<file path="src/rtl/uart_rx.sv">
// 8N1 UART receiver: 2-flop synchronizer, 16x oversampling with 3-sample majority vote,
// one-entry holding register with ack handshake, framing and overrun error pulses.
module uart_rx #(
    parameter int CLK_HZ     = 100_000_000,
    parameter int BAUD       = 115200,
    parameter int OVERSAMPLE = 16
) (
    input  logic       clk,
    input  logic       rst,
    input  logic       rx_pin,
    output logic [7:0] rx_byte,
    output logic       rx_valid,
    input  logic       rx_ack,
    output logic       rx_busy,
    output logic       frame_err,
    output logic       overrun_err
);

    localparam int DIV    = CLK_HZ / (BAUD * OVERSAMPLE);
    localparam int TCNT_W = (DIV > 1) ? $clog2(DIV) : 1;
    localparam logic [TCNT_W-1:0] TCNT_MAX = TCNT_W'(DIV - 1);

    typedef enum logic [2:0] {
        IDLE,
        START,
        DATA,
        STOP,
        WAIT_IDLE
    } state_t;

    state_t            state_q, state_d;
    logic              rx_meta_q, rx_meta_d;
    logic              rx_s_q, rx_s_d;
    logic              rx_prev_q, rx_prev_d;
    logic [TCNT_W-1:0] tcnt_q, tcnt_d;
    logic [3:0]        s_q, s_d;
    logic [2:0]        bit_idx_q, bit_idx_d;
    logic [7:0]        shreg_q, shreg_d;
    logic              v7_q, v7_d;
    logic              v8_q, v8_d;
    logic [7:0]        rx_byte_q, rx_byte_d;
    logic              rx_valid_q, rx_valid_d;
    logic              frame_err_q, frame_err_d;
    logic              overrun_err_q, overrun_err_d;

    logic tick;
    logic rx_fall;
    logic maj;

    always_comb begin
        rx_meta_d     = rx_pin;
        rx_s_d        = rx_meta_q;
        rx_prev_d     = rx_s_q;
        tick          = (tcnt_q == TCNT_MAX);
        rx_fall       = rx_prev_q & ~rx_s_q;
        // The third vote is the live sample taken at s=9.
        maj           = (v7_q & v8_q) | (v7_q & rx_s_q) | (v8_q & rx_s_q);

        state_d       = state_q;
        tcnt_d        = tick ? '0 : tcnt_q + TCNT_W'(1);
        s_d           = s_q;
        bit_idx_d     = bit_idx_q;
        shreg_d       = shreg_q;
        v7_d          = v7_q;
        v8_d          = v8_q;
        rx_byte_d     = rx_byte_q;
        rx_valid_d    = rx_valid_q;
        frame_err_d   = 1'b0;
        overrun_err_d = 1'b0;

        if (rx_ack) begin
            rx_valid_d = 1'b0;
        end
        if (tick && (s_q == 4'd7)) begin
            v7_d = rx_s_q;
        end
        if (tick && (s_q == 4'd8)) begin
            v8_d = rx_s_q;
        end

        case (state_q)
            IDLE: begin
                // Holding the counters at zero aligns the bit phase to the start edge.
                tcnt_d = '0;
                s_d    = '0;
                if (rx_fall) begin
                    state_d = START;
                end
            end
            START: begin
                if (tick) begin
                    s_d = s_q + 4'd1;
                    if ((s_q == 4'd9) && maj) begin
                        state_d = IDLE;
                    end else if (s_q == 4'd15) begin
                        state_d   = DATA;
                        bit_idx_d = 3'd0;
                    end
                end
            end
            DATA: begin
                if (tick) begin
                    s_d = s_q + 4'd1;
                    if (s_q == 4'd9) begin
                        shreg_d = {maj, shreg_q[7:1]};
                    end
                    if (s_q == 4'd15) begin
                        if (bit_idx_q == 3'd7) begin
                            state_d = STOP;
                        end else begin
                            bit_idx_d = bit_idx_q + 3'd1;
                        end
                    end
                end
            end
            STOP: begin
                if (tick) begin
                    s_d = s_q + 4'd1;
                    if (s_q == 4'd9) begin
                        if (maj) begin
                            // A same-cycle ack frees the register, so the new byte wins.
                            if (!rx_valid_q || rx_ack) begin
                                rx_byte_d  = shreg_q;
                                rx_valid_d = 1'b1;
                            end else begin
                                overrun_err_d = 1'b1;
                            end
                            state_d = IDLE;
                        end else begin
                            frame_err_d = 1'b1;
                            s_d         = '0;
                            state_d     = WAIT_IDLE;
                        end
                    end
                end
            end
            WAIT_IDLE: begin
                if (tick) begin
                    if (!rx_s_q) begin
                        s_d = '0;
                    end else if (s_q == 4'd15) begin
                        state_d = IDLE;
                    end else begin
                        s_d = s_q + 4'd1;
                    end
                end
            end
            default: begin
                state_d = IDLE;
            end
        endcase
    end

    always_ff @(posedge clk) begin
        if (!rst) begin
            state_q       <= IDLE;
            rx_meta_q     <= 1'b1;
            rx_s_q        <= 1'b1;
            rx_prev_q     <= 1'b1;
            tcnt_q        <= '0;
            s_q           <= '0;
            bit_idx_q     <= '0;
            shreg_q       <= '0;
            v7_q          <= 1'b0;
            v8_q          <= 1'b0;
            rx_byte_q     <= '0;
            rx_valid_q    <= 1'b0;
            frame_err_q   <= 1'b0;
            overrun_err_q <= 1'b0;
        end else begin
            state_q       <= state_d;
            rx_meta_q     <= rx_meta_d;
            rx_s_q        <= rx_s_d;
            rx_prev_q     <= rx_prev_d;
            tcnt_q        <= tcnt_d;
            s_q           <= s_d;
            bit_idx_q     <= bit_idx_d;
            shreg_q       <= shreg_d;
            v7_q          <= v7_d;
            v8_q          <= v8_d;
            rx_byte_q     <= rx_byte_d;
            rx_valid_q    <= rx_valid_d;
            frame_err_q   <= frame_err_d;
            overrun_err_q <= overrun_err_d;
        end
    end

    assign rx_byte     = rx_byte_q;
    assign rx_valid    = rx_valid_q;
    assign rx_busy     = (state_q != IDLE);
    assign frame_err   = frame_err_q;
    assign overrun_err = overrun_err_q;

endmodule

</file>
<file path="config.mk">
export PLATFORM = sky130hd
export DESIGN_NAME = uart_rx
export DESIGN_NICKNAME = d
export VERILOG_FILES = /design/src/rtl/uart_rx.sv
export SDC_FILE = /design/constraint.sdc
export NUM_CORES = 1
export LEC_CHECK = 0
export CAP_MARGIN = 20
export CORE_MARGIN = 2
export CORE_UTILIZATION = 30
export CTS_BUF_LIST = sky130_fd_sc_hd__clkbuf_4 sky130_fd_sc_hd__clkbuf_8
export CTS_CLUSTER_SIZE = 12
export DETAILED_ROUTE_END_ITERATION = 7
export DONT_BUFFER_PORTS = 1
export PLACE_DENSITY = 0.47
export SLEW_MARGIN = 30
export SYNTH_ARGS = -nofsm -noshare
export SYNTH_HDL_FRONTEND = slang
export SYNTH_SLANG_ARGS = --single-unit
</file>
<file path="constraint.sdc">
create_clock -name clk -period 1.9 [get_ports clk]
set_input_delay 0.095 -clock clk [delete_from_list [all_inputs] [get_ports clk]]
set_output_delay 0.095 -clock clk [all_outputs]
set_load 0.005 [all_outputs]
</file>
==> results of run 1 <==
-- worst paths after layout --
path / slack [ps] / cells past startpoint / to
max: 40 / 7 / bit_idx_q[0]
min reg2reg: 410 / 1 / rx_prev_d
max reg2reg: 40 / 7 / bit_idx_q[0]
min: 40 / 2 / overrun_err
-- cells in the mapped netlist, types with 4 or more instances --
master	n	share of area
nand3b_1	4	0.015
nand2b_1	5	0.016
nor2b_1	19	0.061
nand3_1	7	0.018
buf_2	4	0.010
nand2_1	13	0.025
mux2i_1	23	0.12
dfxtp_1	40	0.41
ha_1	7	0.045
a21oi_1	5	0.013
nor2_1	11	0.021
clkbuf_1	7	0.013
inv_1	4	0.0077
-- state kept, by name (all words and copies together) (netlist names), 3 cells and up --
name / cells
bit_idx_q: 3
state_q: 3
rx_byte: 8
shreg_q: 8
s_q: 4
tcnt_q: 6
-- final cells by class --
cell class / count / area [um2]
clock buffer: 5 / 68.82
multi-input combinational: 146 / 1124
timing repair buffer: 32 / 269.0
fill: 649 / 3876
tap: 77 / 96.34
clock inverter: 2 / 60.06
inverter: 4 / 15.01
sequential: 40 / 804.5
-- metal layers --
metal / part of all wire / routed length [um] / vias up / global-route usage
li1: - / - / 761 / -
met1: 0.50 / 2033 / 679 / 0.1520
met2: 0.45 / 1821 / 17 / 0.1747
met3: 0.031 / 126 / 5 / 0.03736
met4: 0.016 / 66 / 0 / 0.05195
met5: 0 / 0 / - / 0
-- metrics by stage --
stage / TNS (ps) / cells / hold WS, ps / cell area (um2) / util
after global routing: -227.2 / 306 / 36.13 / 2437 / 0.3860
after detailed placement: -60.55 / 289 / 179.0 / 2197 / 0.3480
final: 0 / 306 / 36.78 / 2437 / 0.3860
after CTS: 0 / 298 / 27.47 / 2350 / 0.3722
after global placement: 0 / 289 / 179.0 / 2197 / 0.3480
after floorplan: 0 / 201 / 196.5 / 1957 / -
-- power groups by stage --
stage / clock (uW) / combinational (uW) / sequential [uW]
after floorplan: 0 / 388 / 918
after global placement: 0 / 556 / 923
after detailed placement: 0 / 551 / 923
after CTS: 848 / 566 / 904
after global routing: 885 / 656 / 918
final: 827 / 591 / 911
-- what timing repair did --
| action | 4_1_cts | 5_1_grt |
|---|---|---|
| hold buffers | 2 | 0 |
| endpoints found under the hold margin | 31 | 0 |
| gates resized for setup | 2 | 9 |
| pin swaps | 0 | 2 |
| buffers inserted | 0 | 8 |
| setup endpoints to repair | 3 | 15 |
-- kinds of logic after synthesis --
logic type | Yosys count
AND/OR/NAND/NOR | 85
flip-flops | 40
AO/OA/AOI/OAI | 25
multiplexers | 23
buffers and inverters | 15
adder cells (fa/ha/maj) | 8
XOR/XNOR | 5
==> results.tsv, run 1 <==
stage	metric	value	unit
worst_setup_path	CP Launch Point	s_q[1]	
die	Initial Util	0.3099	
timing	final setup fails	0	
timing	RSZ-0062 raised after global routing	yes	
final_layout	commonest non-fill, non-tap cell in the layout	dfxtp_1	
clocking	Reg clk slew, reported paths	80	ps
job	max_cap viols	0	
die	Core Region	6314	um2
power_and_ir_drop	internal power	1677	uW
min_path	Hold Crit Start	rx_ack	
placed_design	routability cong.	0.7198	
timing	fin. max-slew vios	0	
power_and_ir_drop	PwrDens	955.5	nW/um2
yosys	synthesized instance count	201	
clocking	H-tree levels	2	
die	Std-Cell Rows	29	
grt	Total GRT Usage	0.1161	
worst_setup_path	startpoint types	register	
yosys	main flop type after synthesis	dfxtp_1	
clocking	Clock Path Buffers	2	
worst_setup_path	Setup crit end kind	register	
yosys	largest family of logic cells by synthesized area	simple AND/OR/NAND/NOR gates	
detailed_routing	drt wl/cell	13.23	um
die	top-level I/O count	16	
worst_setup_path	CP top delay family	simple AND/OR/NAND/NOR gates	
power_and_ir_drop	Switching Fraction	0.2798	
timing	period utilisation layout	0.9787	
timing	Hold Vio Cnt, Final	0	
final_layout	share of layout cells above drive strength 1	0.2620	
die	width of the die	84.77	um
yosys	yosys warns	0	
yosys	EDFF count, synth	0	
worst_setup_path	crit path max-delay cell type	dfxtp_2	
die	Die Ht	84.77	um
clocking	CTS sink cnt	40	
yosys	syn avg cell area	9.736	um2
worst_setup_path	WP data required	2120	ps
detailed_routing	First DRT Iteration DRCs	37	
power_and_ir_drop	peak supply drop	0.4032	mV
timing	worst slew pin tran	587.3	ps
clocking	later-pin clock latency in the skew report	290	ps
final_layout	Nets	240	
worst_setup_path	CP Data Arrival Time	2080	ps
detailed_routing	Remaining DRCs	0	
yosys	Synth Net Count	212	
yosys	Seq cells post-synth	40	
die	die area	7185	um2
yosys	adder-cell area share of the yosys netlist	0.05051	
detailed_routing	DRT Wirelength	4.048	mm
worst_setup_path	Critical Path Fanout Max	3	
clocking	Num CTS Buffers	5	
placed_design	I/O Buffers	0	
yosys	post-synthesis sequential area ratio	0.4092	
yosys	Synth Area in Compound Gates	0.09207	
timing	final critical-path setup slack	40.39	ps
run_status	status	finished clean	
power_and_ir_drop	static leakage	0.0009483	uW
timing	minimum clock period	1860	ps
worst_setup_path	type of the worst setup path	reg -> reg	
yosys	Post-Synth Simple-Gate Area	0.2769	
detailed_routing	vias per std cell	4.778	
timing	Fmax	537.7	MHz
yosys	post-synthesis async set-or-reset flop share	0	
clocking	TritonCTS clock tree	yes	
detailed_routing	antenna-violating nets left	0	
grt	initial antenna violation count	0	
final_layout	Antenna Cells	0	
worst_setup_path	RR Startpoint	s_q[1]	
power_and_ir_drop	share of power burned in registers	0.391	
grt	vias in the first global route	1308	
grt	global-route wire length before repair	6.499	mm
detailed_routing	Vias	1462	
final_layout	Area Growth Syn to Fin	24.55	%
power_and_ir_drop	NetSw	651.6	uW
detailed_routing	first-pass detailed-route iteration total	4	
grt	GR Overflow Total	0	
yosys	Mapped Area	1957	um2
yosys	Synth Area in XOR/XNOR	0.02238	
placed_design	Placement Setup Slack	-26.96	ps
grt	largest net degree at the start of global routing	38	
worst_setup_path	Worst Path Buf+Inv	1	
min_path	Min-Delay Path Class	in -> reg	
power_and_ir_drop	Comb pwr share	0.254	
worst_setup_path	Max stage delay on crit path	340	ps
power_and_ir_drop	total power	2329	uW
final_layout	most frequent cells in the layout	dfxtp_1 (37), buf_4 (27), mux2i_1 (23)	
placed_design	Final HPWL DP	2.789	mm
worst_setup_path	crit-path cells	inv_2 -> ha_4 -> and3b_2 -> and2_4 -> o32a_1 -> nor4b_4 -> mux2i_1	
yosys	multiplexer share of the synthesized area	0.1176	
power_and_ir_drop	Clk network pwr share	0.355	
yosys	Yosys cell types	47	
timing	slew margin rel.	0.6085	
timing	Worst Skew	3.718	ps
clocking	clk root buf	clkbuf_8	
Note: power is estimated with default switching activity, not from simulation.
==> inputs of run 2 (changes only) <==
--- a/config.mk
+++ b/config.mk
@@ -5,14 +5,18 @@
 export SDC_FILE = /design/constraint.sdc
 export NUM_CORES = 1
 export LEC_CHECK = 0
+export ABC_AREA = 0
 export CAP_MARGIN = 20
+export CELL_PAD_IN_SITES_DETAIL_PLACEMENT = 0
+export CELL_PAD_IN_SITES_GLOBAL_PLACEMENT = 2
 export CORE_MARGIN = 2
 export CORE_UTILIZATION = 30
 export CTS_BUF_LIST = sky130_fd_sc_hd__clkbuf_4 sky130_fd_sc_hd__clkbuf_8
 export CTS_CLUSTER_SIZE = 12
 export DETAILED_ROUTE_END_ITERATION = 7
 export DONT_BUFFER_PORTS = 1
-export PLACE_DENSITY = 0.47
+export PLACE_DENSITY = 0.66
+export REMOVE_ABC_BUFFERS = 1
 export SLEW_MARGIN = 30
 export SYNTH_ARGS = -nofsm -noshare
 export SYNTH_HDL_FRONTEND = slang
==> results.tsv, run 2 (synthesis results as in run 1) <==
stage	metric	value	unit	change
run_status	status	finished clean		
worst_setup_path	CP Data Arrival Time	2100	ps	+20 ps
final_layout	most frequent cells in the layout	dfxtp_1 (36), mux2i_1 (23), buf_4 (23)		
timing	Worst Skew	6.336	ps	+2.617 ps
grt	global-route wire length before repair	6.934	mm	+6.7%
die	width of the die	84.77	um	unchanged
clocking	clk root buf	clkbuf_8		
worst_setup_path	Worst Reg-to-Reg Cells	7		unchanged
die	Initial Util	0.3099		unchanged
worst_setup_path	WP data required	2120	ps	about the same
die	Core Region	6314	um2	unchanged
die	Std-Cell Rows	29		unchanged
worst_setup_path	RR Startpoint	s_q[1]		
power_and_ir_drop	share of power burned in registers	0.428		+0.037
clocking	TritonCTS clock tree	yes		
final_layout	Area Growth Syn to Fin	22.12	%	
final_layout	Antenna Cells	0		unchanged
clocking	later-pin clock latency in the skew report	300	ps	about the same
grt	GR Overflow Total	0		unchanged
worst_setup_path	startpoint types	register		
placed_design	placed cell areas	2175	um2	-1.0%
final_layout	Nets	235		-2.1%
worst_setup_path	Critical Path Fanout Max	3		unchanged
power_and_ir_drop	Comb pwr share	0.290		+0.036
die	top-level I/O count	16		unchanged
timing	final setup fails	0		unchanged
detailed_routing	Vias	1485		+1.6%
grt	vias in the first global route	1481		+13%
power_and_ir_drop	NetSw	656.8	uW	+0.80%
die	Die Ht	84.77	um	unchanged
clocking	Clock Path Buffers	2		unchanged
grt	largest net degree at the start of global routing	38		unchanged
power_and_ir_drop	static leakage	0.0009209	uW	-2.9%
min_path	Min-Delay Path Class	in -> reg		
clocking	CTS sink cnt	40		unchanged
clocking	Reg clk slew, reported paths	80	ps	about the same
clocking	H-tree levels	2		unchanged
min_path	Hold Crit Start	rx_ack		
power_and_ir_drop	Switching Fraction	0.3101		+0.03029
timing	Hold Vio Cnt, Final	0		unchanged
worst_setup_path	type of the worst setup path	reg -> reg		
timing	worst slew pin tran	326.7	ps	-260.6 ps
timing	slew margin rel.	0.7813		+0.1728
grt	Total GRT Usage	0.1221		+0.005988
final_layout	commonest non-fill, non-tap cell in the layout	dfxtp_1		
job	max_cap viols	0		unchanged
timing	RSZ-0062 raised after global routing	yes		
timing	minimum clock period	1878	ps	+18.50 ps
worst_setup_path	CP Launch Point	s_q[1]		
placed_design	Final HPWL DP	2.928	mm	+5.0%
grt	initial antenna violation count	0		unchanged
detailed_routing	first-pass detailed-route iteration total	4		unchanged
placed_design	I/O Buffers	0		unchanged
timing	period utilisation layout	0.9885		+0.009734
detailed_routing	vias per std cell	4.917		+2.9%
clocking	Num CTS Buffers	5		unchanged
timing	fin. max-slew vios	0		unchanged
detailed_routing	antenna-violating nets left	0		unchanged
detailed_routing	First DRT Iteration DRCs	80		+120%
min_path	Hold Path Depth	2		unchanged
placed_design	routability cong.	0.7923		+10%
power_and_ir_drop	internal power	1461	uW	-13%
detailed_routing	DRT Wirelength	4.164	mm	+2.9%
final_layout	fin area	2390	um2	-2.0%
die	die area	7185	um2	unchanged
timing	Fmax	532.5	MHz	-0.98%
detailed_routing	Remaining DRCs	0		unchanged
timing	WHS	41.95	ps	+5.171 ps
power_and_ir_drop	Clk network pwr share	0.282		-0.073
detailed_routing	drt wl/cell	13.79	um	+4.2%
worst_setup_path	Setup crit end kind	register		
power_and_ir_drop	PwrDens	886.3	nW/um2	-7.2%
final_layout	share of layout cells above drive strength 1	0.2667		+0.004658
power_and_ir_drop	peak supply drop	0.3621	mV	-10%
## run 2: final timing paths
check,end,slack [ps]
max,bit_idx_q[0],20
min,overrun_err,40
max reg2reg,bit_idx_q[0],20
min reg2reg,rx_prev_d,410
## run 2: per-stage QoR
step | setup WS, ps | power [uW] | setup TNS [ps] | util | std cells
3_5_place_dp | -79.52 | 1480 | -215.3 | 0.3444 | 286
3_3_place_gp | 4.289 | 1466 | 0 | 0.3444 | 286
2_1_floorplan | -3.406 | 1289 | -10.22 | - | 190
5_1_grt | -93.05 | 2252 | -290.8 | 0.3785 | 302
4_1_cts | -64.90 | 2134 | -171.3 | 0.3700 | 298
6_report | 21.90 | 2118 | 0 | 0.3785 | 302
## run 2: repair_timing
action	CTS	global route
pin swaps	4	3
hold buffers	2	0
endpoints found under the hold margin	31	0
setup buffers	2	4
resized for setup	7	7
setup endpoints to repair	4	12
## run 2: cell type report
class / count / area, um2
inverters: 4 / 15.01
multi-input cells: 146 / 1137
clock buffers: 6 / 82.58
well taps: 77 / 96.34
flip-flops and latches: 40 / 805.8
repair buffers: 27 / 242.7
clock inverters: 2 / 10.01
fillers: 658 / 3924
## run 2: metal layers
metal	part of all wire	track usage	vias to the layer above	wire length, um
li1	-	-	748	-
met1	0.48	0.1491	711	2007
met2	0.47	0.1940	18	1966
met3	0.031	0.04720	8	128
met4	0.015	0.04762	0	61
met5	0	0	-	0
## run 2: worst max-delay path, stage by stage (launching register included)
cell     delay (ps)
dfxtp_2         340
inv_2            50
ha_4            150
and3b_2         200
and2_4          140
o32a_1          310
nor4b_4         370
mux2i_1         240
## run 2: power groups by stage
stage	Sequential (uW)	Combinational [uW]	Clock (uW)
after global routing	912	678	661
after global placement	918	548	0
after CTS	906	600	628
after detailed placement	921	558	0
after floorplan	942	347	0
final	908	614	596
==> inputs of run 3 (changes only) <==
--- a/config.mk
+++ b/config.mk
@@ -7,15 +7,14 @@
 export LEC_CHECK = 0
 export ABC_AREA = 0
 export CAP_MARGIN = 20
-export CELL_PAD_IN_SITES_DETAIL_PLACEMENT = 0
-export CELL_PAD_IN_SITES_GLOBAL_PLACEMENT = 2
+export CORE_ASPECT_RATIO = 0.75
 export CORE_MARGIN = 2
 export CORE_UTILIZATION = 30
 export CTS_BUF_LIST = sky130_fd_sc_hd__clkbuf_4 sky130_fd_sc_hd__clkbuf_8
 export CTS_CLUSTER_SIZE = 12
 export DETAILED_ROUTE_END_ITERATION = 7
 export DONT_BUFFER_PORTS = 1
-export PLACE_DENSITY = 0.66
+export PLACE_DENSITY = 0.47
 export REMOVE_ABC_BUFFERS = 1
 export SLEW_MARGIN = 30
 export SYNTH_ARGS = -nofsm -noshare
==> results.tsv, run 3 (synthesis results as in run 1) <==
stage	metric	value	unit	change
run_status	status	finished clean		
die	top-level I/O count	16		unchanged
detailed_routing	vias per std cell	4.718		-4.1%
timing	worst slew pin tran	556.1	ps	+229.4 ps
worst_setup_path	crit path max-delay cell type	nor4b_4		
worst_setup_path	CP Data Arrival Time	2100	ps	about the same
final_layout	share of layout cells above drive strength 1	0.2687		+0.002056
clocking	later-pin clock latency in the skew report	290	ps	about the same
die	Initial Util	0.3097		about the same
timing	Fmax	533.6	MHz	+0.22%
grt	largest net degree at the start of global routing	38		unchanged
final_layout	Nets	237		+0.85%
detailed_routing	First DRT Iteration DRCs	38		-53%
job	max_cap viols	0		unchanged
clocking	Num CTS Buffers	5		unchanged
worst_setup_path	WP data required	2120	ps	about the same
die	die area	7192	um2	about the same
timing	fin. max-slew vios	0		unchanged
die	Core Region	6319	um2	about the same
placed_design	Final HPWL DP	2.881	mm	-1.6%
power_and_ir_drop	PwrDens	926.9	nW/um2	+4.6%
detailed_routing	drt wl/cell	13.65	um	-1.0%
clocking	CTS sink cnt	40		unchanged
power_and_ir_drop	peak supply drop	0.3075	mV	-15%
detailed_routing	first-pass detailed-route iteration total	4		unchanged
clocking	clk root buf	clkbuf_8		
detailed_routing	Vias	1453		-2.2%
final_layout	Area Growth Syn to Fin	24.23	%	
clocking	H-tree levels	2		unchanged
grt	vias in the first global route	1398		-5.6%
die	Std-Cell Rows	25		-14%
worst_setup_path	CP top delay family	simple AND/OR/NAND/NOR gates		
grt	Total GRT Usage	0.1255		+0.003334
grt	GR Overflow Total	0		unchanged
worst_setup_path	Worst Path Buf+Inv	1		unchanged
placed_design	routability cong.	0.7318		-7.6%
final_layout	most frequent cells in the layout	dfxtp_1 (35), buf_4 (24), mux2i_1 (23)		
worst_setup_path	type of the worst setup path	reg -> reg		
placed_design	I/O Buffers	0		unchanged
clocking	Clock Path Buffers	2		unchanged
timing	final setup fails	0		unchanged
detailed_routing	Remaining DRCs	0		unchanged
grt	global-route wire length before repair	7.113	mm	+2.6%
worst_setup_path	startpoint types	register		
timing	minimum clock period	1874	ps	-4.148 ps
detailed_routing	antenna-violating nets left	0		unchanged
timing	TNS Setup	0	ps	unchanged
worst_setup_path	Critical Path Fanout Max	3		unchanged
worst_setup_path	crit-path cells	inv_2 -> ha_4 -> and3b_2 -> and2_4 -> o32a_1 -> nor4b_4 -> mux2i_1		
die	Die Ht	73.95	um	-13%
timing	Worst Skew	4.192	ps	-2.144 ps
final_layout	fillers	632		-4.0%
clocking	TritonCTS clock tree	yes		
clocking	Reg clk slew, reported paths	80	ps	about the same
detailed_routing	DRT Wirelength	4.204	mm	+0.96%
timing	RSZ-0062 raised after global routing	yes		
final_layout	Antenna Cells	0		unchanged
worst_setup_path	Max stage delay on crit path	390	ps	+20 ps
grt	initial antenna violation count	0		unchanged
timing	period utilisation layout	0.9863		-0.002183
final_layout	commonest non-fill, non-tap cell in the layout	dfxtp_1		
timing	WHS	44.38	ps	+2.428 ps
timing	slew margin rel.	0.6285		-0.1528
die	width of the die	97.26	um	+15%
min_path	Min-Delay Path Class	in -> reg		
power_and_ir_drop	total power	2253	uW	+6.4%
worst_setup_path	Setup crit end kind	register		
power_and_ir_drop	static leakage	0.0009270	uW	+0.67%
timing	Hold Vio Cnt, Final	0		unchanged
==> run 3: cell count changes in the layout (fill, tap and decap cells not counted), sizes merged <==
cell / change
clkbuf: -1
bufinv: +1
buf: +2
clkinvlp: +1
clkinv: -1
==> run 3: repair_timing <==
item                                    CTS  global route
setup buffers                             3             1
endpoints found under the hold margin    31             0
gates resized for setup                   6             9
hold buffers                              2             0
endpoints found under the setup margin    3            17
pin swaps                                 4             4
==> run 3: path summary, 6_finish.rpt <==
path	to	cells after the start	startpoint	slack, ps
setup / recovery	bit_idx_q[0]	7	s_q[1]	30
hold / removal	overrun_err	2	rx_ack	40
setup reg to reg	bit_idx_q[0]	7	s_q[1]	30
hold reg to reg	rx_prev_d	1	rx_meta_q	410
==> run 3: layout make-up <==
cell class              count  area (um2)  area share
multi-input cells         146        1135      0.4668
clock buffers               5       68.82     0.02831
inverters                   4       15.01    0.006176
clock inverters             3       42.54     0.01750
repair buffers             29       261.5      0.1076
flip-flops and latches     40       807.0      0.3320
well taps                  81       101.3     0.04169
==> run 3: metal layers <==
layer	vias to the layer above	share of wire	routed length, um	track usage
met4	0	0.012	51	0.04630
met3	4	0.035	149	0.03665
met5	-	0	0	0
met1	676	0.58	2424	0.1853
li1	754	-	-	-
met2	19	0.38	1578	0.1728
==> run 3: stage by stage <==
step / utilization / cells / area [um2] / setup WS [ps]
detailed placement: 0.3509 / 295 / 2217 / -64.16
floorplan: - / 190 / 1911 / -3.406
global placement: 0.3509 / 295 / 2217 / -8.634
finish: 0.3848 / 308 / 2431 / 26.04
CTS: 0.3806 / 308 / 2405 / -24.25
global route: 0.3848 / 308 / 2431 / -62.60
==> run 3: report_power, final <==
group | switching, uW | internal, uW | total [uW]
Clock | 306 | 389 | 695
Combinational | 344 | 313 | 657
Sequential | 25.9 | 875 | 901
Total | 676 | 1580 | 2250
==> run 3: worst register-to-register path, stage by stage (launching register included) <==
cell,delay [ps]
dfxtp_2,340
inv_2,50
ha_4,150
and3b_2,200
and2_4,140
o32a_1,320
nor4b_4,390
mux2i_1,220
